--- src/rtl/press_pulse_gen.sv ---
// press_pulse_gen: player-move pulse generator for the tug-of-war light chain.
// Each raw, active-low, asynchronous button goes through a synchronizer, a
// debounce FSM and press-edge detection. The two press events are then merged:
// if both land in the same cycle, both are dropped (a tie). While freeze is
// high, all pulses are masked.
//
// Ports
//   clk      system clock
//   reset    synchronous, active-high reset
//   key_l_n  raw left button, 0 = pressed, asynchronous
//   key_r_n  raw right button, 0 = pressed, asynchronous
//   freeze   game-over hold; masks L/R while high
//   L, R     single-cycle move pulses, registered
//   l_held   debounced left level, 1 = pressed, registered
//   r_held   debounced right level, 1 = pressed, registered

// press_pulse_chan: one button channel (synchronizer + debounce FSM).
//   clk, reset   as top level
//   key_n_i      raw active-low button
//   raw_pulse_o  combinational; high in the cycle before the FSM enters HELD
//   held_o       registered debounced level (HELD or REL_WAIT)
//
// state      | meaning
// IDLE       | debounced released
// PRESS_WAIT | press seen, counting stable pressed samples
// HELD       | debounced pressed (also the reset state)
// REL_WAIT   | release seen, counting stable released samples
module press_pulse_chan #(
  parameter int SYNC_STAGES     = 2,
  parameter int DEBOUNCE_CYCLES = 4
) (
  input  logic clk,
  input  logic reset,
  input  logic key_n_i,
  output logic raw_pulse_o,
  output logic held_o
);

  localparam int CW = $clog2(DEBOUNCE_CYCLES + 1);
  localparam logic [CW-1:0] CNT_MAX = CW'(DEBOUNCE_CYCLES);

  typedef enum logic [1:0] {IDLE, PRESS_WAIT, HELD, REL_WAIT} state_t;

  logic [SYNC_STAGES-1:0] sync_q;
  logic                   s_pressed;
  state_t                 state_q, state_d;
  logic [CW-1:0]          cnt_q, cnt_d;
  logic                   held_q;

  always_ff @(posedge clk) begin
    if (reset) sync_q <= '1;
    else       sync_q <= {sync_q[SYNC_STAGES-2:0], key_n_i};
  end

  assign s_pressed = ~sync_q[SYNC_STAGES-1];

  // Starting in HELD means a button held through reset must first be seen
  // released before a press can count.
  always_ff @(posedge clk) begin
    if (reset) begin
      state_q <= HELD;
      cnt_q   <= '0;
      held_q  <= 1'b0;
    end else begin
      state_q <= state_d;
      cnt_q   <= cnt_d;
      held_q  <= (state_d == HELD) || (state_d == REL_WAIT);
    end
  end

  always_comb begin
    state_d     = state_q;
    cnt_d       = cnt_q;
    raw_pulse_o = 1'b0;
    case (state_q)
      IDLE: begin
        if (s_pressed) begin
          state_d = PRESS_WAIT;
          cnt_d   = CW'(1);
        end
      end
      PRESS_WAIT: begin
        if (!s_pressed) begin
          state_d = IDLE;
          cnt_d   = '0;
        end else if (cnt_q == CNT_MAX) begin
          state_d     = HELD;
          cnt_d       = '0;
          raw_pulse_o = 1'b1;
        end else begin
          cnt_d = cnt_q + CW'(1);
        end
      end
      HELD: begin
        if (!s_pressed) begin
          state_d = REL_WAIT;
          cnt_d   = CW'(1);
        end
      end
      REL_WAIT: begin
        if (s_pressed) begin
          state_d = HELD;
          cnt_d   = '0;
        end else if (cnt_q == CNT_MAX) begin
          state_d = IDLE;
          cnt_d   = '0;
        end else begin
          cnt_d = cnt_q + CW'(1);
        end
      end
      default: begin
        state_d = HELD;
        cnt_d   = '0;
      end
    endcase
  end

  assign held_o = held_q;

endmodule

module press_pulse_gen #(
  parameter int SYNC_STAGES     = 2,
  parameter int DEBOUNCE_CYCLES = 4
) (
  input  logic clk,
  input  logic reset,
  input  logic key_l_n,
  input  logic key_r_n,
  input  logic freeze,
  output logic L,
  output logic R,
  output logic l_held,
  output logic r_held
);

  logic raw_pulse_l, raw_pulse_r;
  logic l_q, l_d, r_q, r_d;

  press_pulse_chan #(
    .SYNC_STAGES    (SYNC_STAGES),
    .DEBOUNCE_CYCLES(DEBOUNCE_CYCLES)
  ) u_chan_l (
    .clk        (clk),
    .reset      (reset),
    .key_n_i    (key_l_n),
    .raw_pulse_o(raw_pulse_l),
    .held_o     (l_held)
  );

  press_pulse_chan #(
    .SYNC_STAGES    (SYNC_STAGES),
    .DEBOUNCE_CYCLES(DEBOUNCE_CYCLES)
  ) u_chan_r (
    .clk        (clk),
    .reset      (reset),
    .key_n_i    (key_r_n),
    .raw_pulse_o(raw_pulse_r),
    .held_o     (r_held)
  );

  // Simultaneous presses cancel; nothing is queued for a later cycle.
  assign l_d = raw_pulse_l & ~raw_pulse_r & ~freeze;
  assign r_d = raw_pulse_r & ~raw_pulse_l & ~freeze;

  always_ff @(posedge clk) begin
    if (reset) begin
      l_q <= 1'b0;
      r_q <= 1'b0;
    end else begin
      l_q <= l_d;
      r_q <= r_d;
    end
  end

  assign L = l_q;
  assign R = r_q;

endmodule

--- config.mk ---
export PLATFORM = sky130hd
export DESIGN_NAME = press_pulse_gen
export DESIGN_NICKNAME = d
export VERILOG_FILES = /design/src/rtl/press_pulse_gen.sv
export SDC_FILE = /design/constraint.sdc
export NUM_CORES = 1
export LEC_CHECK = 0
export ABC_CLOCK_PERIOD_IN_PS = 1300
export CORE_MARGIN = 3
export CORE_UTILIZATION = 46
export DETAILED_ROUTE_END_ITERATION = 10
export PLACE_DENSITY_LB_ADDON = 0.1
export SKIP_LAST_GASP = 1
export SLEW_MARGIN = 20
export SYNTH_ARGS = -nofsm -noshare
export SYNTH_HDL_FRONTEND = slang
export SYNTH_SLANG_ARGS = --single-unit
--- constraint.sdc ---
create_clock -name clk -period 1.3 [get_ports clk]
set_input_delay 0.39 -clock clk [delete_from_list [all_inputs] [get_ports clk]]
set_output_delay 0.39 -clock clk [all_outputs]
set_load 0.05 [all_outputs]
==> reports/results.md <==
| Result | This run | Unit |
| --- | --- | --- |
| Post-Layout Cell Count | 110 | - |
| Min-delay worst type | register to register | - |
| Detailed-route wire length per cell | 12.71 | µm |
| Category of the critical setup timing path | register to register | - |
| Post-Syn Nets | 85 | - |
| Number of buffers added for setup after CTS | 0 | - |
| Slack of the critical path | 0.04901 | ns |
| Post-layout nets | 105 | - |
| Overall global routing resource usage | 16.57 | % |
| Root buffer selected by CTS | sky130_fd_sc_hd__clkbuf_4 | - |
| Endpoint required time on the critical path | 1.50 | ns |
| Met3 wire length | 68 | µm |
| Endpoint of the most critical register-to-register path | R$_SDFF_PP0_ | - |
| Summed area of non-filler cells in the final layout | 1028 | µm² |
| Area share of the leading cell type in the synthesized netlist | 48.57 | % |
| Worst hold stages | 1 | - |
| Worst Path Max Fanout | 2 | - |
| CTS Buf Count | 3 | - |
| Highest metal layer with signal wires | met4 | - |
| Number of buffers on the longest clock path | 2 | - |
| Path depth of the worst reg2reg path | 5 | - |
| Register-to-Register Setup Slack | 0.05 | ns |
| Die H | 46.16 | µm |
| Part of the power in registers | 54.5 | % |
| CTS tree | built | - |
| Maximum ir drop on the vdd rail | 923.8 | µV |
| DIE AREA | 2131 | µm² |
| Combinational share of power | 14.1 | % |
| Worst hold path endpoint | u_chan_r.sync_q[1]$_SDFF_PP1_ | - |
| Starting DRC count in detailed routing | 6 | - |
| Share of cells above drive strength 1 | 40.00 | % |
| Max Clk Rate | 799.4 | MHz |
| Final standard cell utilization of the core | 73.52 | % |
| Wire length on met1 | 634 | µm |
| Fraction of registers with async set or reset after synthesis | 0 | % |
| Via count | 590 | - |
| Setup repair after global routing missed its margin | no | - |
| Count of distinct cell types in the synthesized netlist | 26 | - |
| Placer congestion estimate | 0.8372 | - |
| Count of antenna-violating nets left after detailed routing | 0 | - |
| Std cell rows | 13 | - |
| DP HPWL | 954.4 | µm |
| Final max-slew violation count | 0 | - |
| Maxcap violations | 0 | - |
| Reported leakage power | 0.4278 | nW |
| Int Power | 0.8287 | mW |
| Number of optimization iterations in the first detailed-route pass | 4 | - |
| YS warnings | 0 | - |
| Routed wire length | 1398 | µm |
| Clock Skew | 0.007030 | ns |
| Floorplan core area | 1399 | µm² |
| Period utilization | 96.23 | % |
| #FFs+latches synth | 18 | - |
| Number of diodes added for antenna fixing | 0 | - |
| Headroom to the max-slew limit | 75.26 | % |
| Net load switching power | 0.2582 | mW |
| Wire length of the first global-routing pass | 2408 | µm |
| Crit Reg-Reg Startpoint | u_chan_l.cnt_q[0]$_SDFFE_PP0P_ | - |
| Gate count of the mapped netlist | 76 | - |
| Dpl cell area | 940.9 | µm² |
| Share of total power in the clock network | 31.4 | % |
| Top post-synthesis cells by area | sky130_fd_sc_hd__dfxtp_1 49%, sky130_fd_sc_hd__ha_1 6.7%, sky130_fd_sc_hd__or2_2 3.4%, sky130_fd_sc_hd__nor2_1 3.0%, sky130_fd_sc_hd__inv_1 2.5% | - |
| Met2 layer wire length in the routed design | 674 | µm |
| Biggest area consumer among synthesized cells | sky130_fd_sc_hd__dfxtp_1 | - |
| Cell area after technology mapping | 742.0 | µm² |
| Worst slack at placement | -0.1547 | ns |
| Total of buffers placed on input and output ports | 8 | - |
| Run status | finished clean | - |
| Power per Cell Area | 1057 | nW/µm² |
| Die X-Extent | 46.16 | µm |
| Hold_ws | 0.4165 | ns |
| # placed instances | 106 | - |
| Initial standard-cell utilization of the core | 53.04 | % |
| Hold violation count in the final report | 0 | - |
| Count of flip-flops with a built-in enable after synthesis | 0 | - |
| Number of failing setup endpoints in the final timing report | 0 | - |
| Launch instance of the worst min-delay path | u_chan_r.sync_q[0]$_SDFF_PP1_ | - |
| Clock slew seen by the registers of the worst setup and hold paths | 0.10 | ns |
| H-Tree Depth | 1 | - |
| Number of I/O pins | 9 | - |
| Startpoint class of the critical path | register | - |
| Final critical delay including setup and external delays | 1.251 | ns |
| Total overflow reported by the global router | 0 | - |
| Mean area per synthesized cell | 9.763 | µm² |
| Arrival time at the worst endpoint | 1.45 | ns |
| Clk sinks | 18 | - |
| Switching fraction of total power | 23.76 | % |
| Antenna violations before repair | 0 | - |
| Sequential element share of the synthesized area | 48.57 | % |
| Actual slew at the worst max-slew pin | 0.3684 | ns |
| Type of element capturing the critical path | register | - |
| Maximum number of pins on one net before global-route repair | 11 | - |
| Number of global-route vias before repair | 585 | - |
| Clock insertion delay at the later pin of the skew report | 0.30 | ns |
| Post-DR vias/cell | 5.364 | - |
| Growth of design area from synthesis to finish | 38.62 | % |
| Final routed DRC violation total | 0 | - |
| Commonest register cell after synthesis | sky130_fd_sc_hd__dfxtp_1 | - |
## power groups by stage
stage	combinational, mW	clock (mW)	sequential (mW)
floorplan	0.0574	0	0.614
global placement	0.134	0	0.601
detailed placement	0.137	0	0.602
CTS	0.140	0.356	0.591
global route	0.172	0.378	0.596
finish	0.153	0.341	0.592
## worst max-delay path by stage
stage | from | to | slack (ns)
after global placement | reset | u_chan_r.cnt_q[0]$_SDFFE_PP0P_ | -0.1
after global routing | u_chan_r.cnt_q[0]$_SDFFE_PP0P_ | R$_SDFF_PP0_ | 0.01
after detailed placement | reset | u_chan_r.cnt_q[0]$_SDFFE_PP0P_ | -0.15
after floorplan | u_chan_l.cnt_q[0]$_SDFFE_PP0P_ | R$_SDFF_PP0_ | 0.02
after CTS | u_chan_l.cnt_q[1]$_SDFFE_PP0P_ | R$_SDFF_PP0_ | 0.004
final | u_chan_l.cnt_q[0]$_SDFFE_PP0P_ | R$_SDFF_PP0_ | 0.05
## through the flow
stage	setup TNS, ns	power [mW]
detailed placement	-1.241	0.7384
global route	0	1.145
CTS	0	1.087
finish	0	1.087
global placement	-0.9358	0.7353
floorplan	0	0.6711
## layout by cell type, fill, tap and decap left out, drive strengths merged
cell type	netlist	layout
or2	4	4
and3	2	2
dfxtp	18	18
mux2i	1	1
a21oi	2	2
buf	0	13
inv	5	5
ha	4	4
o21ai	1	1
nor3	1	1
nand3b	2	2
nand2b	2	2
a31oi	2	2
xnor2	2	2
xor2	2	2
nor3b	1	1
nand2	5	5
a221oi	2	2
or3	3	3
nor4	1	1
clkdlybuf4s50	0	4
clkbuf	2	4
nand4b	2	2
nand3	3	3
nor2	6	6
nand4	3	3
## what timing repair did
item / CTS / global route
endpoints found under the setup margin: 2 / 4
pin swaps: 1 / 3
cloned: 0 / 0
hold buffers: 0 / 0
resized for setup: 8 / 9
## final cells by class
cell class / count / area (µm²)
multi-input cells: 51 / 401.6
flip-flops and latches: 18 / 365.4
fillers: 113 / 370.4
inverters: 5 / 18.77
repair buffers: 17 / 187.7
clock buffers: 4 / 36.28
well taps: 15 / 18.77
## registers in the layout, indices dropped and copies added (netlist names), 2 cells and up
signal            count
u_chan_r.cnt_q        3
u_chan_r.sync_q       2
u_chan_r.state_q      2
u_chan_l.state_q      2
u_chan_l.cnt_q        3
u_chan_l.sync_q       2
## cell usage after synthesis, types with 2 or more instances
cell and number:
sky130_fd_sc_hd__and3_1 2, sky130_fd_sc_hd__a31oi_1 2, sky130_fd_sc_hd__or2_2 4, sky130_fd_sc_hd__a221oi_1 2, sky130_fd_sc_hd__nand3_1 2, sky130_fd_sc_hd__nand2b_1 2
sky130_fd_sc_hd__nor2_1 6, sky130_fd_sc_hd__nand3b_1 2, sky130_fd_sc_hd__nand4_1 3, sky130_fd_sc_hd__xor2_1 2, sky130_fd_sc_hd__xnor2_1 2, sky130_fd_sc_hd__clkbuf_1 2
sky130_fd_sc_hd__nand4b_1 2, sky130_fd_sc_hd__dfxtp_1 18, sky130_fd_sc_hd__nand2_1 5, sky130_fd_sc_hd__inv_1 5, sky130_fd_sc_hd__or3_1 3, sky130_fd_sc_hd__ha_1 4
## routing by layer
metal | vias to the layer above | track usage [%]
met2 | 13 | 25.27
met4 | 0 | 9.091
li1 | 302 | -
met1 | 271 | 19.10
met5 | - | 0
met3 | 4 | 7.422
## worst max-delay path, stage by stage, from the launching register on
cell and delay (ns):
sky130_fd_sc_hd__dfxtp_2 0.34, sky130_fd_sc_hd__inv_2 0.07, sky130_fd_sc_hd__ha_4 0.14, sky130_fd_sc_hd__nand3_2 0.07, sky130_fd_sc_hd__or3_4 0.35, sky130_fd_sc_hd__and3_4 0.17
## kinds of logic (layout without fill, tap and decap cells)
logic type / after synthesis / after routing / share of synthesized area (%)
XOR/XNOR: 4 / 4 / 4.723
buffers and inverters: 7 / 26 / 3.542
adder cells (fa/ha/maj): 4 / 4 / 6.746
flip-flops: 18 / 18 / 48.57
AO/OA/AOI/OAI: 7 / 7 / 6.576
AND/OR/NAND/NOR: 35 / 35 / 28.50
multiplexers: 1 / 1 / 1.349
Power figures use the tool's default switching activity.
